**src/rtl/uart_tx_fifo_drain.sv**
```systemverilog
// Purpose : drains an async-FIFO read port in the TX baud domain and sends
//           each word as a UART frame: start bit, data bits LSB first,
//           optional parity bit, stop bit. One line bit per CLK cycle.
// Ports   : CLK      TX baud clock, also the FIFO read clock
//           RST      synchronous active-low reset
//           RD_DATA  FIFO read data, valid whenever EMPTY=0
//           EMPTY    FIFO empty flag, synchronous to CLK
//           PAR_EN   1 = insert a parity bit after the data bits
//           PAR_TYP  0 = even parity, 1 = odd parity
//           R_INC    FIFO pop strobe (combinational), one cycle per word
//           TX_OUT   registered serial line, idle high
//           BUSY     registered, high while a frame is on the line
module uart_tx_fifo_drain #(
  parameter int unsigned DATA_WIDTH = 8
) (
  input  logic                  CLK,
  input  logic                  RST,
  input  logic [DATA_WIDTH-1:0] RD_DATA,
  input  logic                  EMPTY,
  input  logic                  PAR_EN,
  input  logic                  PAR_TYP,
  output logic                  R_INC,
  output logic                  TX_OUT,
  output logic                  BUSY
);

  localparam int unsigned CNT_W = (DATA_WIDTH > 1) ? $clog2(DATA_WIDTH) : 1;

  typedef enum logic [2:0] {
    IDLE   = 3'd0,
    START  = 3'd1,
    DATA   = 3'd2,
    PARITY = 3'd3,
    STOP   = 3'd4
  } state_t;

  state_t                state_q;
  state_t                state_d;
  logic [CNT_W-1:0]      bit_cnt_q;
  logic [CNT_W-1:0]      bit_cnt_d;
  logic [DATA_WIDTH-1:0] shift_q;
  logic [DATA_WIDTH-1:0] shift_d;
  logic                  par_en_q;
  logic                  par_bit_q;
  logic                  load;
  logic                  last_bit;
  logic                  tx_d;
  logic                  busy_d;

  // A word is taken only between frames (IDLE) or on the stop bit, so a
  // waiting word follows the stop bit with no idle gap. Gating with RST
  // guarantees no pop is issued on a reset edge.
  assign load     = ((state_q == IDLE) || (state_q == STOP)) && !EMPTY && RST;
  assign R_INC    = load;
  assign last_bit = (bit_cnt_q == CNT_W'(DATA_WIDTH - 1));

  // State, counter and datapath registers
  always_ff @(posedge CLK) begin
    if (!RST) begin
      state_q   <= IDLE;
      bit_cnt_q <= '0;
      shift_q   <= '0;
      par_en_q  <= 1'b0;
      par_bit_q <= 1'b0;
      TX_OUT    <= 1'b1;
      BUSY      <= 1'b0;
    end else begin
      state_q   <= state_d;
      bit_cnt_q <= bit_cnt_d;
      shift_q   <= shift_d;
      TX_OUT    <= tx_d;
      BUSY      <= busy_d;
      if (load) begin
        par_en_q  <= PAR_EN;
        par_bit_q <= (^RD_DATA) ^ PAR_TYP;
      end
    end
  end

  // Next state, bit counter and shift register
  always_comb begin
    state_d   = state_q;
    bit_cnt_d = bit_cnt_q;
    shift_d   = shift_q;
    case (state_q)
      IDLE:    if (load) state_d = START;
      START:   state_d = DATA;
      DATA: begin
        if (last_bit) begin
          state_d   = par_en_q ? PARITY : STOP;
          bit_cnt_d = '0;
        end else begin
          bit_cnt_d = bit_cnt_q + CNT_W'(1);
        end
      end
      PARITY:  state_d = STOP;
      STOP:    state_d = load ? START : IDLE;
      default: state_d = IDLE;
    endcase
    // shift_q[0] always holds the next data bit to be put on the line
    if (load) begin
      shift_d = RD_DATA;
    end else if (state_d == DATA) begin
      shift_d = shift_q >> 1;
    end
  end

  // Line value for the upcoming cycle, registered into TX_OUT/BUSY
  always_comb begin
    tx_d   = 1'b1;
    busy_d = (state_d != IDLE);
    case (state_d)
      START:   tx_d = 1'b0;
      DATA:    tx_d = shift_q[0];
      PARITY:  tx_d = par_bit_q;
      default: tx_d = 1'b1;
    endcase
  end

endmodule
```
**config.mk**
```make
export PLATFORM = sky130hd
export DESIGN_NAME = uart_tx_fifo_drain
export DESIGN_NICKNAME = d
export VERILOG_FILES = /design/src/rtl/uart_tx_fifo_drain.sv
export SDC_FILE = /design/constraint.sdc
export NUM_CORES = 1
export LEC_CHECK = 0
export BUFFER_PORTS_ARGS = -buffer_cell sky130_fd_sc_hd__buf_2
export CAP_MARGIN = 20
export CELL_PAD_IN_SITES_DETAIL_PLACEMENT = 2
export CELL_PAD_IN_SITES_GLOBAL_PLACEMENT = 2
export CORE_UTILIZATION = 36
export DETAILED_ROUTE_END_ITERATION = 6
export GPL_TIMING_DRIVEN = 0
export HOLD_SLACK_MARGIN = 0.06
export MAX_ROUTING_LAYER = met4
export PLACE_DENSITY = 0.84
export SLEW_MARGIN = 20
export SYNTH_ARGS = -nofsm -noshare
export SYNTH_HDL_FRONTEND = slang
export SYNTH_SLANG_ARGS = --single-unit
```
**constraint.sdc**
```tcl
create_clock -name CLK -period 2.75 [get_ports CLK]
set_input_delay 0.4125 -clock CLK [delete_from_list [all_inputs] [get_ports CLK]]
set_output_delay 0.4125 -clock CLK [all_outputs]
set_load 0.01 [all_outputs]
```
==> reports/results.env <==
STATUS='finished clean'
FINAL.SETUP.TNS_PS=0
CLKSINKCOUNT=18
FILLER_CELL_COUNT=287
DESIGN.DIE.AREA_UM2=2780
PLACE.PORT_BUFFERS=15
FIN_HOLD_WS_PS=340
DETAILEDROUTE.FIRSTITERATIONVIOLATIONS=2
SYNTH_LARGEST_TYPE_AREA_FRACTION=0.390
FIRST_GLOBAL_VIAS=784
POST_SYNTH_INSTANCE_AREA_UM2=925
TRITONCTS_CLOCK_TREE='built'
POST_CTS_HOLD_BUFFER_COUNT=0
WORST_EP_ARRIVAL_TIME_PS=1600
WORSTSETUPENDPOINTTYPE='output pin'
SYNTHTOPCELLSBYAREA='dfxtp_1, mux2i_1, nor2_1'
CLOCK-SKEW-FINAL_PS=2.04
REQUIRED_ARRIVAL_TIME_AT_THE_WORST_ENDPOINT_PS=2340
MAXIMUM_NUMBER_OF_PINS_ON_ONE_NET_BEFORE_GLOBAL_ROUTE_REPAIR=11
CHIPHEIGHT_UM=52.7
FINAL_MIN_PERIOD_OVER_CLOCK_PERIOD=0.732
SYN2LAYOUT_AREA_GROWTH_PCT=14.6
DESIGN.FINAL.NETS=129
NUMBER_OF_I_O_PINS=16
HOLD_VIOL=0
CLKLATENCYLATEPIN_PS=290
SYNTH.YOSYS.SEQ_AREA_SHARE=0.390
YS_TYPES=32
PLACE_WS_PS=885
GRT_USE_MET2=0.342
WORST_PIN_SLEW_PS=587
CRITPATHLAUNCHTYPE='flop'
DRT_WL_TOTAL_UM=2180
FINAL-MAX-SLEW-VIOLATION-COUNT=0
ANTENNA_CELLS_INSERTED=0
SYNTH.LARGEST_AREA_CELL='dfxtp_1'
SETUP_REPAIR_AFTER_GLOBAL_ROUTING_MISSED_ITS_MARGIN='false'
CRIT_PATH_MAX_FANOUT=10
GRTUSAGETOTAL=0.190
FIRSTDRTPASSITERS=4
CRITICAL_PATH_CLASS='reg2out'
FINALSETUPVIOLATIONS=0
INITIAL_UTILIZATION=0.377
MAX_FREQ_MHz=497
SYNTH_COMMONEST_CELLS='dfxtp_1, nor2_1, mux2i_1, inv_1, nand2_1'
FINALCOREUTILIZATION=0.432
GRT_USE_MET1=0.202
SYNTH-WARNING-COUNT=0
MIN_PERIOD_PS=2010
FP.DIEW_UM=52.7
SYN-MEAN-INSTANCE-AREA_UM2=9.84
GRT_FIRST_PASS_WIRELENGTH_UM=3570
DRV_CAP=0
MAX-CLOCK-PATH-BUFFERS=2
YS_SEQ_ELEMENTS=18
REMAINING_DRC_ERRORS=0
YOSYSMOSTFREQUENTCELL='dfxtp_1'
SYN_INST=94
POSTSYNTH.ASYNCRESETSHARE=0
ROUTABILITYCONGESTION=0.734
CORE-AREA_UM2=2450
CTSHTREEMAXLEVEL=1
POWER.DENSITY_CELL_AREA_nW_PER_UM2=521
GRT_OVERFLOW_TOTAL=0
POWER.STATIC_LEAKAGE_nW=0.446
SYNTH_EDF_COUNT=0
ROWS=18
GLOBALROUTE.BUSIESTLAYER='met2'
ANTENNA_FOUND_INITIAL=0
CLKSLEWWORSTSETUPHOLDPATHS_PS=100
VIA_PER_INST=5.13
WL_PER_CELL_UM=15.4
DETAILROUTE.VIA_COUNT=728
ANT_NETS=0
POST_ROUTE_CELLS_DRIVE_ABOVE_1_SHARE=0.241
MIN_PATH_TYPE='in2reg'
POSTCTSSETUPBUFFERS=0
GLOBAL_ROUTE.USAGE.MET3=0.0348
PEAKVDDDROP_uV=214
MAX-SLEW-MARGIN-REL=0.609
SYNTH_FLOP_CELL='dfxtp_1'
POST-ROUTE-WORST-SETUP-SLACK_PS=737
CTS_MADE_BUFFERS=3
ROOT_BUFFER='clkbuf_4'
POST_DP_HPWL_UM=1750
CTS_RESIZED=0
SYNTH.NET_COUNT=109
area by class of cell:
type,instances,area (µm²),area share
plain buffers,4,31.3,0.0295
clock buffers,3,22.5,0.0213
inverters,7,26.3,0.0248
multi-input cells,65,507,0.478
flip-flops and latches,18,360,0.340
well taps,30,37.5,0.0354
repair buffers,15,75.1,0.0708
metrics by stage:
step / power, mW / cell area [µm²] / std cells
6_report: 0.552 / 1060 / 142
5_1_grt: 0.585 / 1060 / 142
4_1_cts: 0.561 / 1060 / 142
3_5_place_dp: 0.428 / 1040 / 139
3_3_place_gp: 0.420 / 1040 / 139
2_1_floorplan: 0.389 / 925 / 94
cell families (layout without fill, tap and decap cells):
logic type | Yosys count | in the layout | share of synthesized area
AOI/OAI and AO/OA | 19 | 19 | 0.175
and+or+nand+nor | 28 | 28 | 0.168
muxes | 9 | 9 | 0.0974
DFF | 18 | 18 | 0.390
buffers and inverters | 11 | 29 | 0.0622
xor gates and xnor gates | 7 | 7 | 0.0812
adders and majority gates | 2 | 2 | 0.0271
per-layer routing:
metal  share of wire  routed length [µm]  vias to the layer above
met3           0.022                  49                        2
met1            0.43                 929                      353
met2            0.54                1180                        9
met5               0                   0                        -
li1                -                   -                      364
met4          0.0096                  21                        0
placed cells by master, fill, tap and decap left out:
master	instances
dfxtp_1	18
buf_2	15
nor2_1	13
mux2i_1	9
inv_1	7
nand2_1	6
xnor2_1	4
a21oi_1	4
a211oi_2	3
a211oi_1	3
clkbuf_4	3
buf_6	2
o21ai_0	2
xor2_1	2
ha_1	2
nor4b_4	1
xnor3_1	1
clkbuf_2	1
nor2b_1	1
nor4b_1	1
a211o_4	1
o211ai_1	1
o211a_1	1
clkbuf_1	1
and2b_1	1
nand2b_1	1
nor3_1	1
and4bb_2	1
nor3b_1	1
o31a_1	1
a211o_1	1
a311o_1	1
a311oi_1	1
and2_1	1
worst max-delay path: stages (launching register included):
cell	delay, ps
dfxtp_1	390
nor4b_4	550
buf_6	230
buf_2	140
state kept, by name, indices dropped and copies added (netlist names):
signal	flops
shift_q	8
BUSY	1
bit_cnt_q	3
par_bit_q	1
TX_OUT	1
par_en_q	1
state_q	3
report_power, final:
part / switching (mW) / internal (mW)
Combinational: 0.0619 / 0.0622
Sequential: 0.0133 / 0.282
Clock: 0.0814 / 0.0509
Total: 0.157 / 0.395
path summary, 6_finish.rpt:
path                endpoint  slack [ps]          from  depth (start not counted)
setup / recovery       R_INC         740    state_q[0]                          3
hold / removal      par_en_q         340        PAR_EN                          3
hold reg to reg    par_bit_q         470     par_bit_q                          2
setup reg to reg  shift_q[5]         880  bit_cnt_q[0]                          7
No activity file was read; power rests on OpenSTA's default activity.
